===== src/rtl/seg_pkg.sv =====
// Shared constants for the multiplexed 7-segment display link.
// The display-driver side and the scan receiver both use this package.
package seg_pkg;

  localparam logic [6:0] SEG_0 = 7'h7E;
  localparam logic [6:0] SEG_1 = 7'h30;
  localparam logic [6:0] SEG_2 = 7'h6D;
  localparam logic [6:0] SEG_3 = 7'h79;
  localparam logic [6:0] SEG_4 = 7'h33;
  localparam logic [6:0] SEG_5 = 7'h5B;
  localparam logic [6:0] SEG_6 = 7'h5F;
  localparam logic [6:0] SEG_7 = 7'h72;
  localparam logic [6:0] SEG_8 = 7'h7F;
  localparam logic [6:0] SEG_9 = 7'h73;
  localparam logic [6:0] SEG_A = 7'h77;
  localparam logic [6:0] SEG_B = 7'h1F;
  localparam logic [6:0] SEG_C = 7'h4E;
  localparam logic [6:0] SEG_D = 7'h3D;
  localparam logic [6:0] SEG_E = 7'h4F;
  localparam logic [6:0] SEG_F = 7'h47;

  localparam logic [3:0] DIG_BLANK_N = 4'b1111;
  localparam logic [3:0] DIG_SEL_N [4] = '{4'b1110, 4'b1101, 4'b1011, 4'b0111};

  localparam logic [1:0] ST_WAIT   = 2'd0;
  localparam logic [1:0] ST_SETTLE = 2'd1;
  localparam logic [1:0] ST_HOLD   = 2'd2;

  function automatic logic dig_one_cold(input logic [3:0] d);
    return ($countones(~d) == 1);
  endfunction

  function automatic logic [1:0] dig_index(input logic [3:0] d);
    logic [1:0] idx;
    idx = 2'd0;
    for (int i = 0; i < 4; i++) begin
      if (d == DIG_SEL_N[i]) idx = 2'(i);
    end
    return idx;
  endfunction

endpackage


===== src/rtl/seg_scan_receiver_decode.sv =====
// Inverse hex segment table: seg[6:0] (bit6=a .. bit0=g) back to a nibble.
// Anything outside the 16 hex glyphs is reported as not legal.
module seg_pattern_decode
  import seg_pkg::*;
(
  input  logic [6:0] seg,
  output logic [3:0] nibble,
  output logic       legal
);

  always_comb begin
    nibble = 4'h0;
    legal  = 1'b1;
    case (seg)
      SEG_0:   nibble = 4'h0;
      SEG_1:   nibble = 4'h1;
      SEG_2:   nibble = 4'h2;
      SEG_3:   nibble = 4'h3;
      SEG_4:   nibble = 4'h4;
      SEG_5:   nibble = 4'h5;
      SEG_6:   nibble = 4'h6;
      SEG_7:   nibble = 4'h7;
      SEG_8:   nibble = 4'h8;
      SEG_9:   nibble = 4'h9;
      SEG_A:   nibble = 4'hA;
      SEG_B:   nibble = 4'hB;
      SEG_C:   nibble = 4'hC;
      SEG_D:   nibble = 4'hD;
      SEG_E:   nibble = 4'hE;
      SEG_F:   nibble = 4'hF;
      default: legal  = 1'b0;
    endcase
  end

endmodule


===== src/rtl/seg_scan_receiver.sv =====
// Receive side of a multiplexed 4-digit 7-segment bus: settles each digit
// select interval, decodes the glyph and publishes a 16-bit value once confirmed.
module seg_scan_receiver
  import seg_pkg::*;
#(
  parameter int SETTLE_CYC = 4,
  parameter int CONFIRM    = 2
) (
  input  logic        clk,
  input  logic        rst_n,
  input  logic [7:0]  seg_in,
  input  logic [3:0]  dig_n,
  output logic [15:0] value,
  output logic [3:0]  dp_out,
  output logic        valid,
  output logic        bad_pattern,
  output logic        bad_select
);

  localparam int CNT_W = (SETTLE_CYC < 2) ? 1 : $clog2(SETTLE_CYC + 1);
  localparam logic [CNT_W:0] SETTLE_V = (CNT_W+1)'(SETTLE_CYC);
  localparam logic [2:0]     CONF_V   = 3'(CONFIRM);

  logic [7:0]       seg_p0, seg_p1, seg_p2;
  logic [3:0]       dig_p0, dig_p1, dig_p2;
  logic [1:0]       state, state_nxt;
  logic [CNT_W-1:0] cnt, cnt_nxt;
  logic [CNT_W:0]   cur;
  logic             eval, take;
  logic             dig_chg, seg_chg, blank, sel_ok;
  logic [1:0]       sel_k;
  logic [3:0]       dec_nib;
  logic             dec_legal;
  logic [3:0]       mask, new_mask;
  logic [2:0]       conf_cnt, conf_inc;
  logic [3:0]       slot_nib [4];
  logic [3:0]       slot_dp;
  logic [15:0]      frame_nib;
  logic [3:0]       frame_dp;
  logic [19:0]      prev_frame;

  // p0/p1: two-flop synchronizers; p2: previous synchronized copy for change detect
  always_ff @(posedge clk or negedge rst_n) begin
    if (!rst_n) begin
      seg_p0 <= '0;
      seg_p1 <= '0;
      seg_p2 <= '0;
      dig_p0 <= DIG_BLANK_N;
      dig_p1 <= DIG_BLANK_N;
      dig_p2 <= DIG_BLANK_N;
    end else begin
      seg_p0 <= seg_in;
      seg_p1 <= seg_p0;
      seg_p2 <= seg_p1;
      dig_p0 <= dig_n;
      dig_p1 <= dig_p0;
      dig_p2 <= dig_p1;
    end
  end

  assign dig_chg = (dig_p1 != dig_p2);
  assign seg_chg = (seg_p1 != seg_p2);
  assign blank   = (dig_p1 == DIG_BLANK_N);
  assign sel_ok  = dig_one_cold(dig_p1);
  assign sel_k   = dig_index(dig_p1);

  seg_pattern_decode u_dec (
    .seg    (seg_p1[6:0]),
    .nibble (dec_nib),
    .legal  (dec_legal)
  );

  // The cycle that first sees a new select counts as stable cycle 1.
  always_comb begin
    state_nxt = state;
    cnt_nxt   = cnt;
    cur       = '0;
    eval      = 1'b0;
    take      = 1'b0;
    case (state)
      ST_WAIT: begin
        if (!blank) begin
          eval = 1'b1;
          cur  = (CNT_W+1)'(1);
        end
      end
      ST_SETTLE: begin
        if (blank) begin
          state_nxt = ST_WAIT;
        end else begin
          eval = 1'b1;
          cur  = (dig_chg || seg_chg) ? (CNT_W+1)'(1) : ({1'b0, cnt} + (CNT_W+1)'(1));
        end
      end
      ST_HOLD: begin
        if (dig_chg) begin
          if (blank) begin
            state_nxt = ST_WAIT;
          end else begin
            eval = 1'b1;
            cur  = (CNT_W+1)'(1);
          end
        end
      end
      default: state_nxt = ST_WAIT;
    endcase
    if (eval) begin
      if (cur >= SETTLE_V) begin
        take      = 1'b1;
        state_nxt = ST_HOLD;
      end else begin
        state_nxt = ST_SETTLE;
        cnt_nxt   = cur[CNT_W-1:0];
      end
    end
  end

  // Candidate frame: stored slots with the digit being sampled now substituted.
  always_comb begin
    frame_nib = '0;
    frame_dp  = '0;
    for (int i = 0; i < 4; i++) begin
      if (2'(i) == sel_k) begin
        frame_nib[4*i +: 4] = dec_nib;
        frame_dp[i]         = seg_p1[7];
      end else begin
        frame_nib[4*i +: 4] = slot_nib[i];
        frame_dp[i]         = slot_dp[i];
      end
    end
  end

  assign new_mask = mask | (4'b0001 << sel_k);
  assign conf_inc = ((conf_cnt != 3'd0) && ({frame_dp, frame_nib} == prev_frame))
                    ? (conf_cnt + 3'd1) : 3'd1;

  // Sample stage: errors take priority and never complete a frame.
  always_ff @(posedge clk or negedge rst_n) begin
    if (!rst_n) begin
      state       <= ST_WAIT;
      cnt         <= '0;
      mask        <= '0;
      conf_cnt    <= '0;
      value       <= '0;
      dp_out      <= '0;
      valid       <= 1'b0;
      bad_pattern <= 1'b0;
      bad_select  <= 1'b0;
    end else begin
      state       <= state_nxt;
      cnt         <= cnt_nxt;
      valid       <= 1'b0;
      bad_pattern <= 1'b0;
      bad_select  <= 1'b0;
      if (take) begin
        if (!sel_ok) begin
          bad_select <= 1'b1;
          mask       <= '0;
          conf_cnt   <= '0;
        end else if (!dec_legal) begin
          bad_pattern <= 1'b1;
          mask        <= '0;
          conf_cnt    <= '0;
        end else if (new_mask == 4'hF) begin
          mask <= '0;
          if (conf_inc == CONF_V) begin
            conf_cnt <= '0;
            valid    <= 1'b1;
            value    <= frame_nib;
            dp_out   <= frame_dp;
          end else begin
            conf_cnt <= conf_inc;
          end
        end else begin
          mask <= new_mask;
        end
      end
    end
  end

  // Slot and previous-frame storage are qualified by mask/conf_cnt, so no reset.
  always_ff @(posedge clk) begin
    if (take && sel_ok && dec_legal) begin
      slot_nib[sel_k] <= dec_nib;
      slot_dp[sel_k]  <= seg_p1[7];
      if (new_mask == 4'hF) prev_frame <= {frame_dp, frame_nib};
    end
  end

endmodule

===== config.mk =====
export PLATFORM = sky130hd
export DESIGN_NAME = seg_scan_receiver
export DESIGN_NICKNAME = d
export VERILOG_FILES = /design/src/rtl/seg_pkg.sv /design/src/rtl/seg_scan_receiver_decode.sv /design/src/rtl/seg_scan_receiver.sv
export SDC_FILE = /design/constraint.sdc
export NUM_CORES = 1
export LEC_CHECK = 0
export ABC_AREA = 0
export BUFFER_PORTS_ARGS = -buffer_cell sky130_fd_sc_hd__buf_2
export CORE_ASPECT_RATIO = 1.1
export CORE_UTILIZATION = 35
export CTS_BUF_LIST = sky130_fd_sc_hd__clkbuf_4 sky130_fd_sc_hd__clkbuf_8
export DETAILED_ROUTE_END_ITERATION = 12
export PLACE_DENSITY = 0.53
export SLEW_MARGIN = 30
export SYNTH_ARGS = -nofsm -noshare
export SYNTH_HDL_FRONTEND = slang
export SYNTH_SLANG_ARGS = --single-unit

===== constraint.sdc =====
create_clock -name clk -period 5.25 [get_ports clk]
set_input_delay 0.7875 -clock clk [delete_from_list [all_inputs] [get_ports clk]]
set_output_delay 0.7875 -clock clk [all_outputs]
set_load 0.05 [all_outputs]

### Word level (Yosys, flattened, before mapping)

Memory sizes are Yosys's and may differ from the RTL's.
Index checks and enable logic that the tools add are counted.

| word-level totals | value |
|---|---|
| bits in registers | 95 |
| latch bits | 0 |
| bits in writable memories | 16 |
| ROM bits | 0 |
| input bits | 14 |
| output and inout bits | 23 |
| word-level logic and storage cells | 130 |
| memories | 1 |

Memory list:

| memory | words | width | rd ports | clocked after Yosys merged registers in | wr ports | RTL line | source |
|---|---|---|---|---|---|---|---|
| slot_nib | 4 | 4 | 4 | 0 | 1 | seg_scan_receiver.sv:36 | `logic [3:0] slot_nib [4];` |

| cells by class | value |
|---|---|
| $add $sub $neg | 5 |
| $mul | 0 |
| div/mod/pow operators | 0 |
| order comparisons | 3 |
| eq/ne operators | 34 |
| shifts and indexed selects | 1 |
| multiplexer cells | 51 |
| bitwise operators | 3 |
| reductions and logical operators | 15 |

Operator list:

| kind | count |
|---|---|
| == test 7 bit, second input constant | 12 |
| one-hot mux 4 bit (15 select lines) | 1 |
| 2-to-1 mux 4 bit | 10 |
| 2-to-1 mux 1 bit | 24 |
| == test 7 x 6 -> 1 bit, second input constant | 3 |
| == test 20 bit | 1 |
| == test 4 bit, second input constant | 4 |
| OR reduction 16 bit | 1 |
| 2-to-1 mux 3 bit | 5 |
| 2-to-1 mux 2 bit | 6 |
| one-hot mux 4 bit (3 select lines) | 1 |
| != test 8 bit | 1 |
| AND reduction 2 bit | 4 |
| == test 7 x 5 -> 1 bit, second input constant | 1 |
| one-hot mux 2 bit (3 select lines) | 1 |
| AND reduction 5 bit | 1 |
| adder 1 x 1 -> 2 bit | 2 |
| adder 3 x 1 -> 4 bit, second input constant | 1 |
| bitwise mux 4 bit | 1 |
| == test 2 bit, first input constant | 2 |
| == test 4 x 3 -> 1 bit, second input constant | 1 |
| >= comparator 4 x 3 -> 1 bit, second input constant | 1 |
| logical AND 1 bit | 4 |
| logical NOT 2 bit | 2 |
| other kinds (22) | 22 |

### Depth between registers and ports, before layout

| logic depth | value |
|---|---|
| depth in word-level cells | 15 |
| mapped depth | 12 |
| mapped depth without buffers | 10 |

### Modules after synthesis

A second synthesis with hierarchy kept.

| unflattened totals | value |
|---|---|
| cells, all modules | 362 |
| area, all modules | 5113.7 µm² |

By module, submodules not included:

| module | instances | cells an instance | area an instance (µm²) |
|---|---|---|---|
| seg_scan_receiver | 1 | 309 | 4748.3 |
| seg_pattern_decode | 1 | 53 | 365.4 |

### Worst setup path after synthesis

Ideal clock, no wire load.

| timing | value |
|---|---|
| kind | register to register |
| start | register dig_p1[3] |
| end | register dp_out[1] |
| library setup time | 0.125 ns |
| arrival | 3.846 ns |
| setup slack | 1.279 ns |
| stages on the path, launching flop included | 12 |
| path buffers | 1 |
| cell sequence | dfstp_2 -> fa_1 -> inv_1 -> ha_1 -> ha_1 -> nor3b_1 -> o31ai_1 -> nor3_2 -> nand3_1 -> nor4_4 -> buf_6 -> mux2_4 |

| between the ends | value |
|---|---|
| word-level cells in the longest chain between the ends | 11 |

RTL lines:

| element | RTL line | source |
|---|---|---|
| start, declared | seg_scan_receiver.sv:25 | `logic [3:0] dig_p0, dig_p1, dig_p2;` |
| start signal, assigned | seg_scan_receiver.sv:56 | `dig_p1 <= dig_p0;` |
| == test 4 bit | seg_pkg.sv:37 | `if (d == DIG_SEL_N[i]) idx = 2'(i);` |
| 2-to-1 mux 1 bit | seg_pkg.sv:37 |  |
| 2-to-1 mux 2 bit (2 in series) | seg_pkg.sv:37 |  |
| == test 1 x 2 -> 1 bit, or another cell as far along | seg_scan_receiver.sv:123 | `if (2'(i) == sel_k) begin` |
| 2-to-1 mux 4 bit or 2-to-1 mux 1 bit (tied branches) | seg_scan_receiver.sv:123 |  |
| == test 20 bit | seg_scan_receiver.sv:134 | `assign conf_inc = ((conf_cnt != 3'd0) && ({frame_dp, frame_nib} == prev_frame))` |
| logical AND 1 bit | seg_scan_receiver.sv:134 |  |
| 2-to-1 mux 3 bit | seg_scan_receiver.sv:135 | `? (conf_cnt + 3'd1) : 3'd1;` |
| == test 3 x 2 -> 1 bit | seg_scan_receiver.sv:166 | `if (conf_inc == CONF_V) begin` |
| AND reduction 5 bit (no line) | -- |  |
| end signal, assigned | seg_scan_receiver.sv:170 | `dp_out <= frame_dp;` |
| end, declared | seg_scan_receiver.sv:14 | `output logic [3:0] dp_out,` |

Parallel ways exist; a longest one is shown, timed or not.
A chain may end at the register's enable or synchronous reset.

### Worst setup path after layout

| timing | value |
|---|---|
| start | register dig_p1[0] |
| end | register dp_out[0] |

Same word-level chain as after synthesis.

==> flow_summary.yaml <==
cells_and_area:
  ff_latch_area_um2: 2993
  diodes: 0
  num-fill-cells: 1514
  multiInputGateArea_um2: 2243
  layout.nets: 512
  layout_commonest_cell: "dfrtp_1"
  final_core_util_pct: 39.42
  area_delta_synth_final_pct: 9.407
  final_cell_mix: "59 x dfrtp_1, 40 x edfxtp_1, 37 x nand2_1, 35 x buf_2, 26 x inv_1"
  drive_above_1_share_pct: 21.22
power_and_ir_drop:
  seq_power_share_pct: 59.5
  vdd_drop_max_v: 0.0001525
  p_sw_share_pct: 24.62
  power.switching_mw: 0.3934
  power_frac_clock_pct: 32.2
  cellInternalPower_mw: 1.205
  p_comb_share_pct: 8.3
  power_density_nw_per_um2: 267.2
  p_leak_nw: 2.490
timing:
  rsz0062_at_grt: "false"
  max_freq_mhz: 253.6
  final.setup.tns_ns: 0
  fin_crit_sh_pct: 75.12
  hold_viol_final: 0
  worst_slack_ns: 1.306
  final.setup_skew_ns: 0.01048
  maxSlewHeadroom_pct: 48.60
  slew_violations: 0
  setup_violations: 0
  tightest_slew_ns: 0.7669
  fin_crit_ns: 3.944
clocking:
  cts_buffers: 9
  cts_tree: "done"
  root_buffer: "clkbuf_8"
  cts_resized: 0
  clk_pin_slew_ns: 0.10
  clock_path_buffers: 2
  cts_hold_buf: 0
  insertion_delay_ns: 0.39
  clock-sinks: 111
  cts_setup_buffers: 0
  cts_max_level: 3
worst_setup_path:
  critPathCaptureType: "flop"
  critical_path_required_ns: 5.53
  path_max_fanout: 21
  critPathArrivalTime_ns: 4.23
  start_kind: "flop"
  path_class: "reg -> reg"
global_routing:
  grt_pass1_vias: 3696
  grt_overflow_total: 0
  grt_max_degree: 72
  antenna_found_initial: 0
  grt_use_total_pct: 16.78
  grt_pass1_wl_um: 20230
floorplan:
  initial_core_util_pct: 36.03
  die_x_um: 121.2
  die_h_um: 133.1
  core-area_um2: 15170
  num_io_pins: 37
  die-area_um2: 16120
  rows: 47
synth:
  synthXorXnorAreaFrac_pct: 5.127
  syn-num-nets: 485
  synth_compound_area_share_pct: 13.07
  async_flop_share_pct: 63.96
  ys_seq_elements: 111
  ys_types: 73
  netlist_instances: 458
  syn_area_um2: 5466
  synthSimpleGateAreaFrac_pct: 13.53
  synth-main-ff-cell: "dfrtp_1"
  avgSynthCellArea_um2: 11.94
  synth_mux_area_share_pct: 6.203
  yosysSeqAreaShare_pct: 54.75
  synth-edff-count: 40
  synth_top_family_by_area: "simple AND/OR/NAND/NOR gates"
  yosys_warnings: 0
  synthAdderAreaFrac_pct: 3.113
drt:
  wirelength_um: 12690
  drc: 0
  dr.pass1.iters: 6
  first_iter_violations: 178
  drtAntennaViolNets: 0
  vias: 3690
  routedWlPerCell_um: 18.49
  vias_per_cell: 5.379
hold_path:
  hp-class: "reg -> reg"
outcome:
  outcome: "finished, final reports clean"
place:
  preCtsSetupSlack_ns: 1.238
  port_buffers: 36
  dpl.hpwl_um: 8905
  routabilityCongestion: 0.9501
job:
  drv_cap: 0
## final timing paths
kind / start / endpoint / slack, ns / depth (start not counted)
setup / recovery: dig_p1[0] / dp_out[0] / 1.31 / 10
max in group asynchronous: rst_n / conf_cnt[2] / 4.41 / 1
hold reg to reg: seg_p0[0] / seg_p1[0] / 0.35 / 0
hold / removal: seg_p0[0] / seg_p1[0] / 0.35 / 0
setup reg to reg: dig_p1[0] / dp_out[0] / 1.31 / 10
min in group asynchronous: rst_n / valid / 0.39 / 1
## kinds of logic (layout without fill, tap and decap cells)
group	Yosys count	after routing
buf+inv	49	81
flops	111	111
compound gates	97	97
fa+ha+maj	13	13
xor+xnor	32	32
mux	24	24
simple gates	132	132
## power groups by stage
stage | logic [mW] | clock network [mW] | registers [mW]
final | 0.133 | 0.514 | 0.950
after floorplan | 0.107 | 0 | 0.950
after CTS | 0.135 | 0.537 | 0.951
after global routing | 0.151 | 0.567 | 0.955
after detailed placement | 0.135 | 0 | 0.968
after global placement | 0.131 | 0 | 0.967
## cell usage after synthesis, drive strengths merged (3+ instances only)
master,n,area share [%]
dfrtp,59,27
edfxtp,40,22
nand2,37,2.5
inv,27,1.9
nor2,26,1.9
xnor2,25,4.0
o21ai,24,2.2
mux2,22,5.8
a21oi,17,1.6
buf,16,1.9
dfstp,12,5.8
ha,12,2.7
nor3,9,1.0
nand3,8,0.73
nand4,8,1.0
nor4,7,1.3
xor2,7,1.1
a211oi,6,0.92
and3,6,0.69
clkbuf,6,0.41
nor3b,6,0.82
nand3b,5,0.69
o2111ai,5,0.80
nand2b,4,0.46
nor2b,4,0.46
o22ai,4,0.46
o31ai,4,0.55
or3b,4,0.64
a2111oi,3,1.2
a311o,3,0.55
a31oi,3,0.34
o32ai,3,0.48
## critical path: stages (launching register included)
cell       delay (ns)
dfstp_2          0.60
ha_1             0.39
and3b_1          0.50
o32ai_1          0.20
nor4_1           0.37
o2111ai_1        0.22
a2111oi_4        0.28
nand4_2          0.19
nor4_4           0.30
buf_4            0.39
mux2_2           0.38
## metal layers
metal / up-vias / global-route usage [%] / share of wire, %
met5: - / 0 / 0
met2: 106 / 27.94 / 50
met4: 0 / 9.602 / 3.9
li1: 1721 / - / -
met3: 31 / 3.276 / 4.4
met1: 1832 / 20.12 / 42
## registers in the layout (all words and copies together) (netlist names)
name and cells:
prev_frame 20, slot_nib 16, value 16, seg_p0 8, seg_p1 8, seg_p2 8, dig_p0 4, dig_p1 4
dig_p2 4, dp_out 4, mask 4, slot_dp 4, cnt 3, conf_cnt 3, state 2, bad_pattern 1
bad_select 1, valid 1
## layout make-up
type	instances	share of cell area (%)
Timing Repair Buffer	38	3.368
Clock inverter	5	0.9623
Inverter	27	1.695
Multi-Input combinational cell	298	37.51
Tap cell	196	4.100
Clock buffer	11	2.322
Sequential cell	111	50.04
## stage by stage
step	total power, mW	std cells	instance area [um^2]	hold slack, ns
after CTS	1.622	686	5977	0.3568
after global routing	1.672	686	5981	0.3581
after floorplan	1.057	458	5466	0.3312
after global placement	1.097	670	5781	0.3333
after detailed placement	1.102	670	5781	0.3347
final	1.598	686	5981	0.3512
Power figures use the tool's default switching activity.
